## src/rtl/gate_tt_bist_pkg.sv

```systemverilog
// Shared definitions for the gate truth-table exerciser: FSM encoding and legal
// parameter ranges.
package gate_tt_bist_pkg;

   typedef enum logic [1:0] {
      ST_IDLE  = 2'd0,
      ST_DRIVE = 2'd1,
      ST_CHECK = 2'd2,
      ST_DONE  = 2'd3
   } state_t;

   localparam int N_IN_MIN   = 1;
   localparam int N_IN_MAX   = 4;
   localparam int SETTLE_MIN = 1;

endpackage

```

## src/rtl/gate_tt_settle_tmr.sv

```systemverilog
// Loadable settle timer: load starts a countdown; expire pulses for one cycle
// SETTLE cycles after the load edge.
module gate_tt_settle_tmr #(
   parameter int SETTLE = 1
) (
   input  logic clk,
   input  logic rst_n,
   input  logic load,
   output logic expire
);

   localparam int W = (SETTLE > 1) ? $clog2(SETTLE) : 1;
   localparam logic [W-1:0] LOAD_VAL = W'(SETTLE - 1);

   logic [W-1:0] cnt;
   logic         active;

   always_ff @(posedge clk or negedge rst_n) begin
      if (!rst_n) begin
         cnt    <= '0;
         active <= 1'b0;
      end else if (load) begin
         cnt    <= LOAD_VAL;
         active <= 1'b1;
      end else if (active) begin
         if (cnt == '0) active <= 1'b0;
         else           cnt    <= cnt - 1'b1;
      end
   end

   assign expire = active && (cnt == '0);

endmodule

```

## src/rtl/gate_tt_bist.sv

```systemverilog
// Truth-table exerciser: walks every input pattern into a small gate, samples
// its output after a settle delay and reports pass, mismatch count and first failure.
//
// state | meaning
// IDLE  | waiting for start; stim held at 0
// DRIVE | stim = idx, waiting for the settle timer
// CHECK | compare dut_y with exp_q[idx]; advance or finish
// DONE  | one-cycle done pulse; pass registered
module gate_tt_bist
   import gate_tt_bist_pkg::*;
#(
   parameter int N_IN   = 2,
   parameter int SETTLE = 1
) (
   input  logic                   clk,
   input  logic                   rst_n,
   input  logic                   start,
   input  logic [(1<<N_IN)-1:0]   exp_tt,
   input  logic                   dut_y,
   output logic [N_IN-1:0]        stim,
   output logic                   busy,
   output logic                   done,
   output logic                   pass,
   output logic [N_IN:0]          err_cnt,
   output logic                   fail_valid,
   output logic [N_IN-1:0]        first_fail
);

   if (N_IN < N_IN_MIN || N_IN > N_IN_MAX || SETTLE < SETTLE_MIN) begin : g_bad_param
      $error("gate_tt_bist: illegal N_IN or SETTLE");
   end

   localparam logic [N_IN-1:0] IDX_LAST = '1;

   state_t                 state, state_nxt;
   logic [N_IN-1:0]        idx;
   logic [(1<<N_IN)-1:0]   exp_q;
   logic                   tmr_load;
   logic                   tmr_expire;
   logic                   mismatch;

   gate_tt_settle_tmr #(.SETTLE(SETTLE)) u_settle_tmr (
      .clk    (clk),
      .rst_n  (rst_n),
      .load   (tmr_load),
      .expire (tmr_expire)
   );

   // X/Z on the gate output must count as a failure, hence the 4-state compare.
   assign mismatch = (dut_y !== exp_q[idx]);

   always_ff @(posedge clk or negedge rst_n) begin
      if (!rst_n) state <= ST_IDLE;
      else        state <= state_nxt;
   end

   always_comb begin
      state_nxt = state;
      tmr_load  = 1'b0;
      case (state)
         ST_IDLE: begin
            if (start) begin
               state_nxt = ST_DRIVE;
               tmr_load  = 1'b1;
            end
         end
         ST_DRIVE: begin
            if (tmr_expire) state_nxt = ST_CHECK;
         end
         ST_CHECK: begin
            if (idx == IDX_LAST) begin
               state_nxt = ST_DONE;
            end else begin
               state_nxt = ST_DRIVE;
               tmr_load  = 1'b1;
            end
         end
         ST_DONE: state_nxt = ST_IDLE;
         default: state_nxt = ST_IDLE;
      endcase
   end

   always_ff @(posedge clk or negedge rst_n) begin
      if (!rst_n) begin
         idx        <= '0;
         exp_q      <= '0;
         stim       <= '0;
         busy       <= 1'b0;
         done       <= 1'b0;
         pass       <= 1'b0;
         err_cnt    <= '0;
         fail_valid <= 1'b0;
         first_fail <= '0;
      end else begin
         case (state)
            ST_IDLE: begin
               stim <= '0;
               if (start) begin
                  exp_q      <= exp_tt;
                  idx        <= '0;
                  busy       <= 1'b1;
                  pass       <= 1'b0;
                  err_cnt    <= '0;
                  fail_valid <= 1'b0;
                  first_fail <= '0;
               end
            end
            ST_CHECK: begin
               if (mismatch) begin
                  err_cnt <= err_cnt + 1'b1;
                  if (!fail_valid) begin
                     first_fail <= idx;
                     fail_valid <= 1'b1;
                  end
               end
               if (idx == IDX_LAST) begin
                  busy <= 1'b0;
                  done <= 1'b1;
               end else begin
                  idx  <= idx + 1'b1;
                  stim <= idx + 1'b1;
               end
            end
            ST_DONE: begin
               done <= 1'b0;
               pass <= (err_cnt == '0);
            end
            default: ;
         endcase
      end
   end

endmodule
```

## config.mk

```make
export PLATFORM = sky130hd
export DESIGN_NAME = gate_tt_bist
export DESIGN_NICKNAME = d
export VERILOG_FILES = /design/src/rtl/gate_tt_bist_pkg.sv /design/src/rtl/gate_tt_settle_tmr.sv /design/src/rtl/gate_tt_bist.sv
export SDC_FILE = /design/constraint.sdc
export NUM_CORES = 1
export LEC_CHECK = 0
export CORE_ASPECT_RATIO = 1.2
export CORE_MARGIN = 2
export CORE_UTILIZATION = 35
export DETAILED_ROUTE_END_ITERATION = 10
export PLACE_DENSITY_LB_ADDON = 0.25
export SYNTH_ARGS = -nofsm -noshare
export SYNTH_HDL_FRONTEND = slang
export SYNTH_SLANG_ARGS = --single-unit
```

## constraint.sdc

```tcl
create_clock -name clk -period 1.7 [get_ports clk]
set_clock_uncertainty 0.15 [all_clocks]
set_input_delay 0.34 -clock clk [delete_from_list [all_inputs] [get_ports clk]]
set_output_delay 0.34 -clock clk [all_outputs]
set_load 0.01 [all_outputs]
```

* Word-level counts from Yosys, hierarchy flattened
Cells that the tools add are included.
Storage, ports and cells: flip-flop bits (word level) 21, input port bits 8, output and inout bits 11, logic and storage cells 78
Cells by class: add/sub/neg operators 3, order comparisons 1, eq/ne operators 11, multiplexer cells 34, bitwise gates (word level) 1, reduce and logical (&&, ||, !) cells 16
Operators with widths (count):
- 1-bit 2-to-1 mux | 14
- 2-bit 2-to-1 mux | 7
- 2-bit != test (second input constant) | 6
- 2-bit one-hot mux with 2 select lines | 3
- 1-bit one-hot mux with 2 select lines | 5
- 2-bit AND reduction | 5
- 3-bit AND reduction | 3
- 2-bit one-hot mux with 4 select lines | 1
- 2-bit nonzero test | 4
- 2-bit equality test (second input constant) | 3
- 3-bit 2-to-1 mux | 2
- 3-bit one-hot mux with 2 select lines | 1
- 4-bit AND reduction | 1
- 3-bit by 1-bit adder with 3-bit output (second input constant) | 1
- 3-bit zero test | 1
- 2-bit by 3-bit < comparator with 1-bit output (second input constant) | 1
- 2-bit by 1-bit adder with 2-bit output (second input constant) | 1
- 1-bit binary-select mux with 2-bit select | 1
- 2-bit by 1-bit equality test with 1-bit output (second input constant) | 1
- 2-bit zero test | 1
- 1-bit logical AND | 1
- 1-bit case inequality test | 1
- 1-bit NOT | 1
- 1-bit subtractor (second input constant) | 1

* Logic depth before layout (Yosys ltp)
Gate-level depths: netlist of the first run.
depth after elaboration 5, depth in mapped cells 5, depth with buffers taken out 4

* By module
From an unflattened synthesis of the first run, not the netlist that was laid out.
Second synthesis, totals: cell total of the unflattened synthesis 87, area total of the unflattened synthesis 967.2 um2
By module, submodules not included:
- gate_tt_bist | times used 1, cells an instance 86, area each 942.2 um2, seq. area each 475.5 um2
- gate_tt_settle_tmr | times used 1, cells an instance 1, area each 25.0 um2, seq. area each 25.0 um2

* Worst setup path after synthesis of the first run
OpenSTA, ideal clock, no wires.
kind register -> register, start point register idx[0], end point register first_fail[0], setup time 79 ps, arrival 1483 ps, data required time 1471 ps, setup slack -12 ps, cell stages (with the launch flop) 5, path buffers 0, period minus slack after synthesis 1712 ps, path through dfrtp_1 mux4_2 xnor2_2 nor3_1 mux2i_1
Between the ends: cells in the longest elaborated chain, start to end 5, elaborated cells on any way between the ends 8, those cells by class eq/ne: 2; mux: 5; reduce/logical: 1
Ends and longest elaborated chain:
- start: declaration | RTL line gate_tt_bist.sv:36 | logic [N_IN-1:0] idx;
- start signal: assignment | RTL line gate_tt_bist.sv:120 | idx <= idx + 1'b1;
- 1-bit binary-select mux with 2-bit select | RTL line gate_tt_bist.sv:50 | assign mismatch = (dut_y !== exp_q[idx]);
- 1-bit 2-to-1 mux (implied by the code) | RTL line gate_tt_bist.sv:50
- 1-bit case inequality test | RTL line gate_tt_bist.sv:50
- 2-bit != test (no source line)
- 4-bit AND reduction (no source line)
- end signal: assignment | RTL line gate_tt_bist.sv:112 | first_fail <= idx;
- end: declaration | RTL line gate_tt_bist.sv:26 | output logic [N_IN-1:0] first_fail
Parallel ways exist; a longest one is shown, timed or not. The select of a mux whose other input is x is not followed. A chain may end at the register's enable or synchronous reset.

* Final worst setup path of the first run
Same ends and word-level chain as after synthesis.

==> results.md, run 1 <==
* Final nets at 129
* # diodes at 0
* Fraction of layout cells with a size suffix above 1 at 0.274
* Worst Path Buf+Inv at 0
* Die Span Y at 61.6 um
* Antenna violations before repair at 0
* I/O pin count at 19
* HP Class: input port to async pin
* Vias in the first global route at 854
* CP Class: flip-flop to flip-flop
* Data required, critical path at about 1.8 ns
* First-pass GRT wire length at between 3 and 4 mm
* Critical path depth at 4
* Worst slew pin tran at 0.267 ns
* Setup ws final at -0.0138 ns
* # H-tree levels at 1
* Failing checks: negative setup slack
* Final Hold Fails at 0
* Clock transition at the registers of the reported paths at 0.11 ns
* Max VDD drop at about 0.0006 V
* Main synth FF type: dfrtp_1
* Adder-cell share of the synthesized area at 0.0388
* Pleak at 0.695 nW
* Worst-skew pair later-pin latency at 0.29 ns
* Sequential fraction of the synthesis area at 0.517
* Synthesized area at between 900 and 1000 sq um
* Largest cells by area after synthesis: dfrtp_1 (52%), mux2i_1 (5.2%), mux2_2 (4.7%)
* Net Count, Synth at 98
* Pre-CTS WS at -0.164 ns
* 1st-iter DRT viols at 11
* Capture point of the worst path: first_fail[0]$_DFFE_PN0P_
* Die area at 3200 sq um
* FF-to-FF Start: idx[0]$_DFFE_PN0P_
* Crit path capture type: flip-flop
* Initial Util at 0.375
* Routed wirelength normalized by instance count at 12.7 um
* Root buffer cell: clkbuf_4
* Die width at about 52 um
* Post-synth EDFFs at 0
* Largest family of logic cells by synthesized area: compound AO/OA/AOI/OAI gates
* Slew Viols, Final at 0
* Synth Area in Compound Gates at 0.168
* Relative slew slack at 0.822
* Yosys reg bits at 20
* Worst path top cell family by delay: multiplexers
* Simple-gate area share of the yosys netlist at 0.0931
* Post-Place Cells at ~140
* # DRC at 0
* CTS Sinks at 20
* Gate Count Post-Synth at 87
* Vias/cell at 4.99
* R2r setup slk at -0.01 ns
* Vias at 749
* Crit-path slowest cell: mux4_2
* Reg2reg end: first_fail[0]$_DFFE_PN0P_
* Mux cell area share after synthesis at 0.122
* Crit path launch: idx[0]$_DFFE_PN0P_
* # port buffers at 18
* Fraction of registers with async set/reset at 1.00
* Setup Viol. Count Final at 4
* Share of Yosys cell area claimed by the top area cell type at 0.517
* Worst hold margin at 0.228 ns
* Detailed Place HPWL at 1.38 mm
* CP max stage delay at 0.57 ns
* Syn Area/Cell at about 11 sq um
* RSZ-0062 raised after global routing: true
* Area leader, netlist: dfrtp_1
* Pin count of the biggest net entering global routing at 21
* Final period util at 1.01
* Fill cell count at 236
* Pwr/cell area at 1470 nW/um^2
* Post-Synth XOR/XNOR Area at 0.0168
* Initial DRT Pass Iterations at 4
* Arr. time, crit path at 1.78 ns
* Worst r2r path cells at 4
* CTS Buf Count at 3
* CTS tree: yes
* Most frequent cells in the layout: dfrtp_1 (20), buf_4 (13), clkdlybuf4s50_1 (7)
* Worst Setup Start Kind: flip-flop
* FP Rows at 20
* Max-Cap Viols at 0
* Outcome: finished, violations left
* Hold-fix buffers, CTS at 0
* Final Critical Period at 1.71 ns
* Post-synthesis cell type count at 27
* Synth Warn # at 0
* CP Max Fanout at 4
* GP Congestion at between 0.7 and 0.8
* GRT Resource Usage Total at 0.148
* Synth-to-Final Area Change at 38.4%
* Max Fclk at 583 MHz
* Antenna-violating nets left at 0
* Overflow after GRT at 0
* Core Footprint at about 2600 sq um
* Non-filler cells, final at 150
* Maximum buffer depth of the clock tree at 2
* Critical Path, Cell by Cell: mux4_2 -> xnor2_4 -> nor3_2 -> mux2i_1
* Leading cell type in the layout, fill and taps excluded: dfrtp_1
* Final wirelength at 1.90 mm
area by class of cell:
cell class | count | area [sq um] | area share
Clock buffer | 4 | 36.3 | 0.0271
Inverter | 6 | 22.5 | 0.0168
Multi-Input combinational cell | 56 | 455 | 0.340
Sequential cell | 20 | 500 | 0.374
Tap cell | 33 | 41.3 | 0.0308
Timing Repair Buffer | 31 | 283 | 0.211
power by group:
group | leakage [nW] | internal [mW] | switching [mW]
combinational | 0.416 | 0.510 | 0.433
clock | 0.0210 | 0.130 | 0.139
sequential | 0.258 | 0.634 | 0.122
how the worst min path moves through the flow:
| stage | startpoint | to | slack [ns] | depth (start not counted) |
|---|---|---|---|---|
| 2_1_floorplan | rst_n | busy$_DFFE_PN0P_ | -0.11 | 0 |
| 3_3_place_gp | u_settle_tmr.active$_DFF_PN0_ | state[0]$_DFFE_PN0P_ | 0.30 | 1 |
| 3_5_place_dp | u_settle_tmr.active$_DFF_PN0_ | state[0]$_DFFE_PN0P_ | 0.31 | 1 |
| 4_1_cts | rst_n | stim[0]$_DFFE_PN0P_ | 0.23 | 2 |
| 5_1_grt | rst_n | done$_DFFE_PN0P_ | 0.24 | 2 |
| 6_report | rst_n | stim[1]$_DFFE_PN0P_ | 0.23 | 2 |
through the flow:
step	util	area [sq um]	power (mW)	setup TNS, ns
after global placement	0.477	1230	1.60	-0.781
after floorplan	-	967	1.29	-0.0125
final	0.519	1340	1.97	-0.0283
after global routing	0.519	1340	2.13	-0.598
after detailed placement	0.477	1230	1.62	-0.927
after CTS	0.502	1290	1.93	-0.305
repair_timing:
action | CTS | global route
pin swaps | 0 | 1
setup buffers | 5 | 0
resized for setup | 6 | 12
endpoints found under the setup margin | 15 | 13
sequential cells by signal (all words and copies together) (netlist names):
| signal | cells |
|---|---|
| exp_q | 4 |
| err_cnt | 3 |
| first_fail | 2 |
| idx | 2 |
| state | 2 |
| stim | 2 |
| busy | 1 |
| done | 1 |
| fail_valid | 1 |
| pass | 1 |
| u_settle_tmr.active | 1 |
worst register-to-register path, delay by kind of cell, from the launching register on:
| family | cells | cell delay [ns] |
|---|---|---|
| multiplexers | 2 | 0.79 |
| flip-flops | 1 | 0.39 |
| XOR/XNOR | 1 | 0.18 |
| AND/OR/NAND/NOR | 1 | 0.14 |
layer usage:
layer / vias to the layer above / GRT usage / part of all wire
met5: - / 0 / 0
met4: 0 / 0.0789 / 0.0079
met3: 2 / 0.0218 / 0.031
met2: 13 / 0.257 / 0.50
met1: 371 / 0.179 / 0.46
li1: 363 / - / -
kinds of logic (layout without fill, tap and decap cells):
group           count (synthesis)  in the layout
mux                            10             10
compound gates                 23             23
flops                          20             20
buf+inv                        11             41
fa+ha+maj                       3              3
xor+xnor                        1              1
simple gates                   19             19
Yosys cell counts (2+ instances only):
master    number
a21oi_1        4
o21ai_0        6
nor2_1         4
a22o_1         5
dfrtp_1       20
nor3_1         2
ha_1           3
inv_1          6
a21o_2         2
mux2i_1        5
mux2_2         4
clkbuf_1       3
nand2_1        6
nand2b_1       4
Note: power is estimated with default switching activity, not from simulation.
==> run 2: changes to the inputs <==
CTS_CLUSTER_DIAMETER = 120   (was not set)
==> results of run 2 <==
No change in the layout: final DEF, timing and power equal those of run 1.
